**config.mk**
```make
export PLATFORM = sky130hd
export DESIGN_NAME = screen_flow_ctrl
export DESIGN_NICKNAME = d
export VERILOG_FILES = /design/src/rtl/screen_flow_ctrl.sv
export SDC_FILE = /design/constraint.sdc
export NUM_CORES = 1
export LEC_CHECK = 0
export ABC_AREA = 1
export BUFFER_PORTS_ARGS = -buffer_cell sky130_fd_sc_hd__buf_2
export CORE_UTILIZATION = 35
export CTS_BUF_LIST = sky130_fd_sc_hd__clkbuf_8
export DETAILED_ROUTE_END_ITERATION = 10
export GPL_TIMING_DRIVEN = 0
export SYNTH_ARGS = -nofsm -noshare
export SYNTH_HDL_FRONTEND = slang
export SYNTH_SLANG_ARGS = --single-unit
```
**constraint.sdc**
```tcl
create_clock -name clk -period 1.5 [get_ports clk]
set_input_delay 0.15 -clock clk [delete_from_list [all_inputs] [get_ports clk]]
set_output_delay 0.15 -clock clk [all_outputs]
set_load 0.05 [all_outputs]
```
**src/rtl/screen_flow_ctrl.sv**
```systemverilog
// Screen flow FSM (welcome/game/game-over) and registered pixel selector.
// Ports: clk, reset, startOfFrame, keyStart, gameOver, three 8-bit screen
// pixels in; RGB_out, screenState, gameEnable, newGame out.
module screen_flow_ctrl #(
  parameter int GAMEOVER_HOLD_FRAMES = 120
) (
  input  logic       clk,
  input  logic       reset,
  input  logic       startOfFrame,
  input  logic       keyStart,
  input  logic       gameOver,
  input  logic [7:0] RGB_screen_welcome,
  input  logic [7:0] RGB_screen_game,
  input  logic [7:0] RGB_screen_gameover,
  output logic [7:0] RGB_out,
  output logic [1:0] screenState,
  output logic       gameEnable,
  output logic       newGame
);

  localparam int CW = $clog2(GAMEOVER_HOLD_FRAMES + 1);
  localparam logic [CW-1:0] HOLD = CW'(GAMEOVER_HOLD_FRAMES);

  localparam logic [1:0] S_WELCOME = 2'd0;
  localparam logic [1:0] S_GAME    = 2'd1;
  localparam logic [1:0] S_OVER    = 2'd2;

  logic [1:0]    state_q, state_d;
  logic [7:0]    rgb_q, rgb_d;
  logic          new_q, new_d;
  logic [CW-1:0] cnt_q, cnt_d;
  logic          req_start_q, req_start_d;
  logic          req_over_q, req_over_d;
  logic          key_prev_q;

  logic key_edge;
  logic hold_done;

  assign key_edge  = keyStart & ~key_prev_q;
  assign hold_done = (cnt_q == HOLD);

  always_comb begin
    state_d     = state_q;
    req_start_d = req_start_q;
    req_over_d  = req_over_q;
    cnt_d       = cnt_q;
    rgb_d       = 8'h00;
    case (state_q)
      S_WELCOME: begin
        rgb_d = RGB_screen_welcome;
        if (key_edge)
          req_start_d = 1'b1;
        if (startOfFrame && (req_start_q || key_edge))
          state_d = S_GAME;
      end
      S_GAME: begin
        rgb_d = RGB_screen_game;
        if (gameOver)
          req_over_d = 1'b1;
        if (startOfFrame && (req_over_q || gameOver))
          state_d = S_OVER;
      end
      S_OVER: begin
        rgb_d = RGB_screen_gameover;
        if (key_edge && hold_done)
          req_start_d = 1'b1;
        if (startOfFrame && !hold_done)
          cnt_d = cnt_q + 1'b1;
        if (startOfFrame &&
            (req_start_q || (key_edge && hold_done)))
          state_d = S_WELCOME;
      end
      default: begin
        // Illegal code: recover to welcome, black pixel.
        rgb_d   = 8'h00;
        state_d = S_WELCOME;
      end
    endcase
    // Requests belong to the screen that raised them.
    if (state_d != state_q) begin
      req_start_d = 1'b0;
      req_over_d  = 1'b0;
    end
    if (state_d == S_OVER && state_q != S_OVER)
      cnt_d = '0;
    new_d = (state_d == S_GAME) && (state_q != S_GAME);
  end

  always_ff @(posedge clk) begin
    if (reset) begin
      state_q     <= S_WELCOME;
      rgb_q       <= 8'h00;
      new_q       <= 1'b0;
      cnt_q       <= '0;
      req_start_q <= 1'b0;
      req_over_q  <= 1'b0;
      // Held key across reset must not look like a press.
      key_prev_q  <= 1'b1;
    end else begin
      state_q     <= state_d;
      rgb_q       <= rgb_d;
      new_q       <= new_d;
      cnt_q       <= cnt_d;
      req_start_q <= req_start_d;
      req_over_q  <= req_over_d;
      key_prev_q  <= keyStart;
    end
  end

  assign RGB_out     = rgb_q;
  assign screenState = state_q;
  assign gameEnable  = (state_q == S_GAME);
  assign newGame     = new_q;

endmodule

```
## Yosys cells after proc, flatten, opt, wreduce, memory -nomap -nowiden

Cells that the tools add are included.

| word-level totals | value |
|---|---|
| register bits | 21 |
| input port bits | 29 |
| output and inout bits | 12 |
| word-level logic and storage cells | 46 |

| cells by class | value |
|---|---|
| add/subtract/negate cells | 1 |
| equality and inequality tests | 10 |
| multiplexer cells | 8 |
| bitwise logic cells | 2 |
| reductions and logical operators | 18 |

Operator list:

| operator | number |
|---|---|
| one-hot mux 8 bit (3 select lines) | 1 |
| adder 7 x 1 -> 7 bit, second input constant | 1 |
| equality test 7 bit, second input constant | 1 |
| logical AND 1 bit | 7 |
| two-way mux 2 bit | 3 |
| != test 2 bit, second input constant | 3 |
| one-hot mux 2 bit (3 select lines) | 1 |
| equality test 2 x 1 -> 1 bit, second input constant | 2 |
| equality test 2 bit, second input constant | 2 |
| AND reduction 2 bit | 2 |
| OR reduction 2 bit | 2 |
| logical OR 1 bit | 3 |
| AND reduction 3 bit | 1 |
| zero test 2 bit | 1 |
| two-way mux 1 bit | 2 |
| != test 2 x 1 -> 1 bit, second input constant | 1 |
| != test 2 bit | 1 |
| one-hot mux 1 bit (2 select lines) | 1 |
| nonzero test 2 bit | 1 |
| bitwise AND 1 bit | 1 |
| zero test 1 bit | 1 |
| inverter 1 bit | 1 |

## Depth between registers and ports, before layout

| logic depth | value |
|---|---|
| word-level depth | 10 |
| depth in mapped cells | 11 |
| gate-level depth less buffers | 11 |

## Least setup slack after synthesis

OpenSTA, ideal clock, no wires.

| timing path | value |
|---|---|
| kind | register -> register |
| from | register state_q[0], in the netlist screenState[0] |
| to | register rgb_q[0], in the netlist RGB_out[0] |
| setup time | 0.056 ns |
| data arrival time | 1.417 ns |
| data required time | 1.444 ns |
| path slack | 0.027 ns |
| stages on the path, launching flop included | 7 |
| buffers on the path | 0 |
| clock period less this slack | 1.473 ns |
| path through | dfxtp_1 > nand2_1 > inv_2 > nand2_1 > nand3_1 > nand2_1 > inv_1 |

| between the ends | value |
|---|---|
| word-level cells in the longest chain between the ends | 2 |
| elaborated cells between the ends (all ways) | 4 |
| classes of those cells | eq/ne: 2; mux: 1; reduce/logical: 1 |

RTL lines:

| item | line | RTL |
|---|---|---|
| start: declaration | 28 | `logic [1:0] state_q, state_d;` |
| start signal: assignment | 100 | `state_q <= state_d;` |
| equality test 2 x 1 -> 1 bit | -- |  |
| via gameEnable | 17 | `output logic gameEnable,` |
| one-hot mux 8 bit (3 select lines) | 48 | `case (state_q)` |
| end signal: assignment | 101 | `rgb_q <= rgb_d;` |
| end: declaration | 29 | `logic [7:0] rgb_q, rgb_d;` |

The timed path passes the listed nets, and every way through them passes these cells.
A chain may end at the register's enable or synchronous reset.

## Worst setup path in the final report

| timing path | value |
|---|---|
| from | register state_q[1], in the netlist screenState[1] |
| to | output gameEnable |

| between the ends | value |
|---|---|
| word-level cells in the longest chain between the ends | 1 |

RTL lines:

| item | line | RTL |
|---|---|---|
| equality test 2 x 1 -> 1 bit | 112 | `assign gameEnable = (state_q == S_GAME);` |
| end: declaration | 17 |  |

No other way between the ends.

==> metrics.md <==
| Metric | Value |
|---|---|
| TNS Setup | 0 ns |
| Area occupied by multi-input gates | 569 um^2 |
| Fin crit period | 1.39 ns |
| Clock skew | 0.00343 ns |
| WP data required | 1.35 ns |
| DP Worst Slack | 0.105 ns |
| Antenna violations before repair | 0 |
| Storage element area | 423 um^2 |
| CTS tree | done |
| Mapped Cells | 156 |
| Final #Nets | 232 |
| RSZ-0062 raised after global routing | no |
| Crit end category | primary output |
| EDFF count, synth | 0 |
| Worst hold path class | in -> reg |
| Vias post-DR | 1073 |
| Die width | 57.4 um |
| Drt wl/cell | 10.1 um |
| # setup viols final | 0 |
| Maximum capacitance violations | 0 |
| Post-route setup slack | 0.111 ns |
| Synth unique cells | 24 |
| Fin. Hold Viols | 0 |
| Syn_nets | 187 |
| Layout area overhead | 27.6% |
| Die Y | 57.4 um |
| Tightest Pin Transition | 0.362 ns |
| Share of layout cells above drive strength 1 | 33.0% |
| Post-synth top area share | 39.2% |
| Cell Pwr Density | 851 nW/um^2 |
| Largest area contributor in the netlist | dfxtp_1 |
| FF+latch count, synth | 21 |
| Placer Congestion | 0.811 |
| Die ar. | 3290 um^2 |
| Main flop type after synthesis | dfxtp_1 |
| Fill count | 281 |
| GRT Total Usage | 16.4% |
| Ys async rst share | 0% |
| Routed Antenna Nets | 0 |
| Number of buffers created by CTS | 3 |
| Clock Tree Buf Depth | 2 |
| Initial DRT Pass Iterations | 4 |
| Initial DRC count | 27 |
| Crit Path Max Fanout | 10 |
| Remaining Overflow, GRT | 0 |
| Port bufs | 40 |
| Crit path arrival time | 1.24 ns |
| Synth Warn # | 0 |
| Crit share post-route | 92.6% |
| Relative max-transition margin | 75.8% |
| Row count | 19 |
| Final instance area | 1370 um^2 |
| Most common cell after layout, fill and taps aside | nand2_1 |
| Worst Setup Start Kind | flop |
| CP Class | reg -> out |
| Synthesized area per cell | 6.88 um^2 |
| Hold_buf cts | 0 |
| CTS clk-pin slew, worst paths | 0.07 ns |
| Static Leak | 0.000695 uW |
| Maximum vdd drop | 0.410 mV |
| Num ports | 41 |
| Clk_lat worst skew | 0.26 ns |
| Clock Root Buffer | clkbuf_8 |
| WL final | 2.33 mm |
| Sinks on Clock Net | 21 |
| Core ar. | 2830 um^2 |
| Max Slew Vio Count | 0 |
| Diode count | 0 |
| Dominant cells by area after synthesis | dfxtp_1, nand2_1, inv_1 |
| Vias/cell | 4.65 |
| Placed cell area | 1310 um^2 |
| Status | finished clean |
| Register area share after synthesis | 39.2% |
| Commonest cells after routing, fill and taps aside | nand2_1, buf_2, dfxtp_1, inv_1, nand3_1 |
| Largest net degree at the start of global routing | 12 |
| F_max | 720 MHz |
| # H-tree levels | 1 |
| Vias in the first global route | 1013 |
| DP Wirelength | 1.81 mm |
| First-pass GRT wire length | 4.20 mm |
| Mapped Area | 1070 um^2 |
| DRC | 0 |
| Starting Density | 37.9% |
[where the power goes]
part	switching [uW]	internal, uW	total (uW)
registers	9.24	581	590
clock network	175	182	357
logic	148	70.9	219
total	332	834	1170
[metal layers]
metal / vias up / routed length, um / GRT usage (%)
met3: 5 / 137 / 3.40
li1: 566 / - / -
met1: 470 / 1020 / 19.8
met2: 32 / 1140 / 28.1
met4: 0 / 38 / 7.32
met5: - / 0 / 0
[stage by stage]
step                std cells  hold slack (ns)  power [uW]  utilization (%)
floorplan                 156            0.219         747                -
global placement          227            0.356         817             46.4
detailed placement        227            0.364         822             46.4
CTS                       231           0.0927        1180             48.0
global route              231           0.0943        1230             48.4
finish                    231           0.0936        1170             48.4
[critical path, stage by stage, from the launching register on]
cell	delay (ns)
dfxtp_1	0.36
inv_2	0.11
nand2_1	0.08
inv_2	0.16
clkbuf_4	0.27
[Yosys cell counts (2+ instances only)]
master / number
ha_1: 2
nand2_1: 65
a21oi_2: 7
xor2_1: 2
inv_1: 18
nand3_1: 10
o21ai_0: 4
nor2_1: 8
a21oi_1: 2
inv_2: 4
dfxtp_1: 21
[logic make-up (layout without fill, tap and decap cells)]
| kind of cell | Yosys count | count (layout) | synth area share (%) |
|---|---|---|---|
| AOI/OAI and AO/OA | 15 | 15 | 10.0 |
| xor gates and xnor gates | 3 | 3 | 2.45 |
| adders and majority gates | 2 | 2 | 2.33 |
| and+or+nand+nor | 92 | 92 | 37.5 |
| DFF | 21 | 21 | 39.2 |
| buffers and inverters | 23 | 67 | 8.51 |
[final timing paths]
kind | from | end | slack [ns] | cells after the start
hold reg to reg | cnt_q[0]$_SDFFE_PP0P_ | cnt_q[0]$_SDFFE_PP0P_ | 0.51 | 2
hold / removal | keyStart | key_prev_q$_SDFF_PP1_ | 0.09 | 2
setup / recovery | screenState[1]$_SDFF_PP0_ | gameEnable | 0.11 | 4
setup reg to reg | cnt_q[0]$_SDFFE_PP0P_ | cnt_q[5]$_SDFFE_PP0P_ | 0.16 | 9
[repair_timing]
item,4_1_cts,5_1_grt
endpoints found under the setup margin,1,10
endpoints found under the hold margin,0,0
pin swaps,0,1
buffers inserted,0,0
gates resized for setup,1,5
[cell type report]
cell class,count,area share [%]
multi-input cells,112,41.6
flip-flops and latches,21,30.9
repair buffers,40,14.8
inverters,23,6.67
clock buffers,3,3.01
well taps,31,2.83
clock inverters,1,0.274
[registers in the layout, summed over array words and instances (netlist names)]
name and cells:
RGB_out 8, cnt_q 7, key_prev_q 1, newGame 1, req_over_q 1, req_start_q 1
screenState 2
No activity file was read; power rests on OpenSTA's default activity.
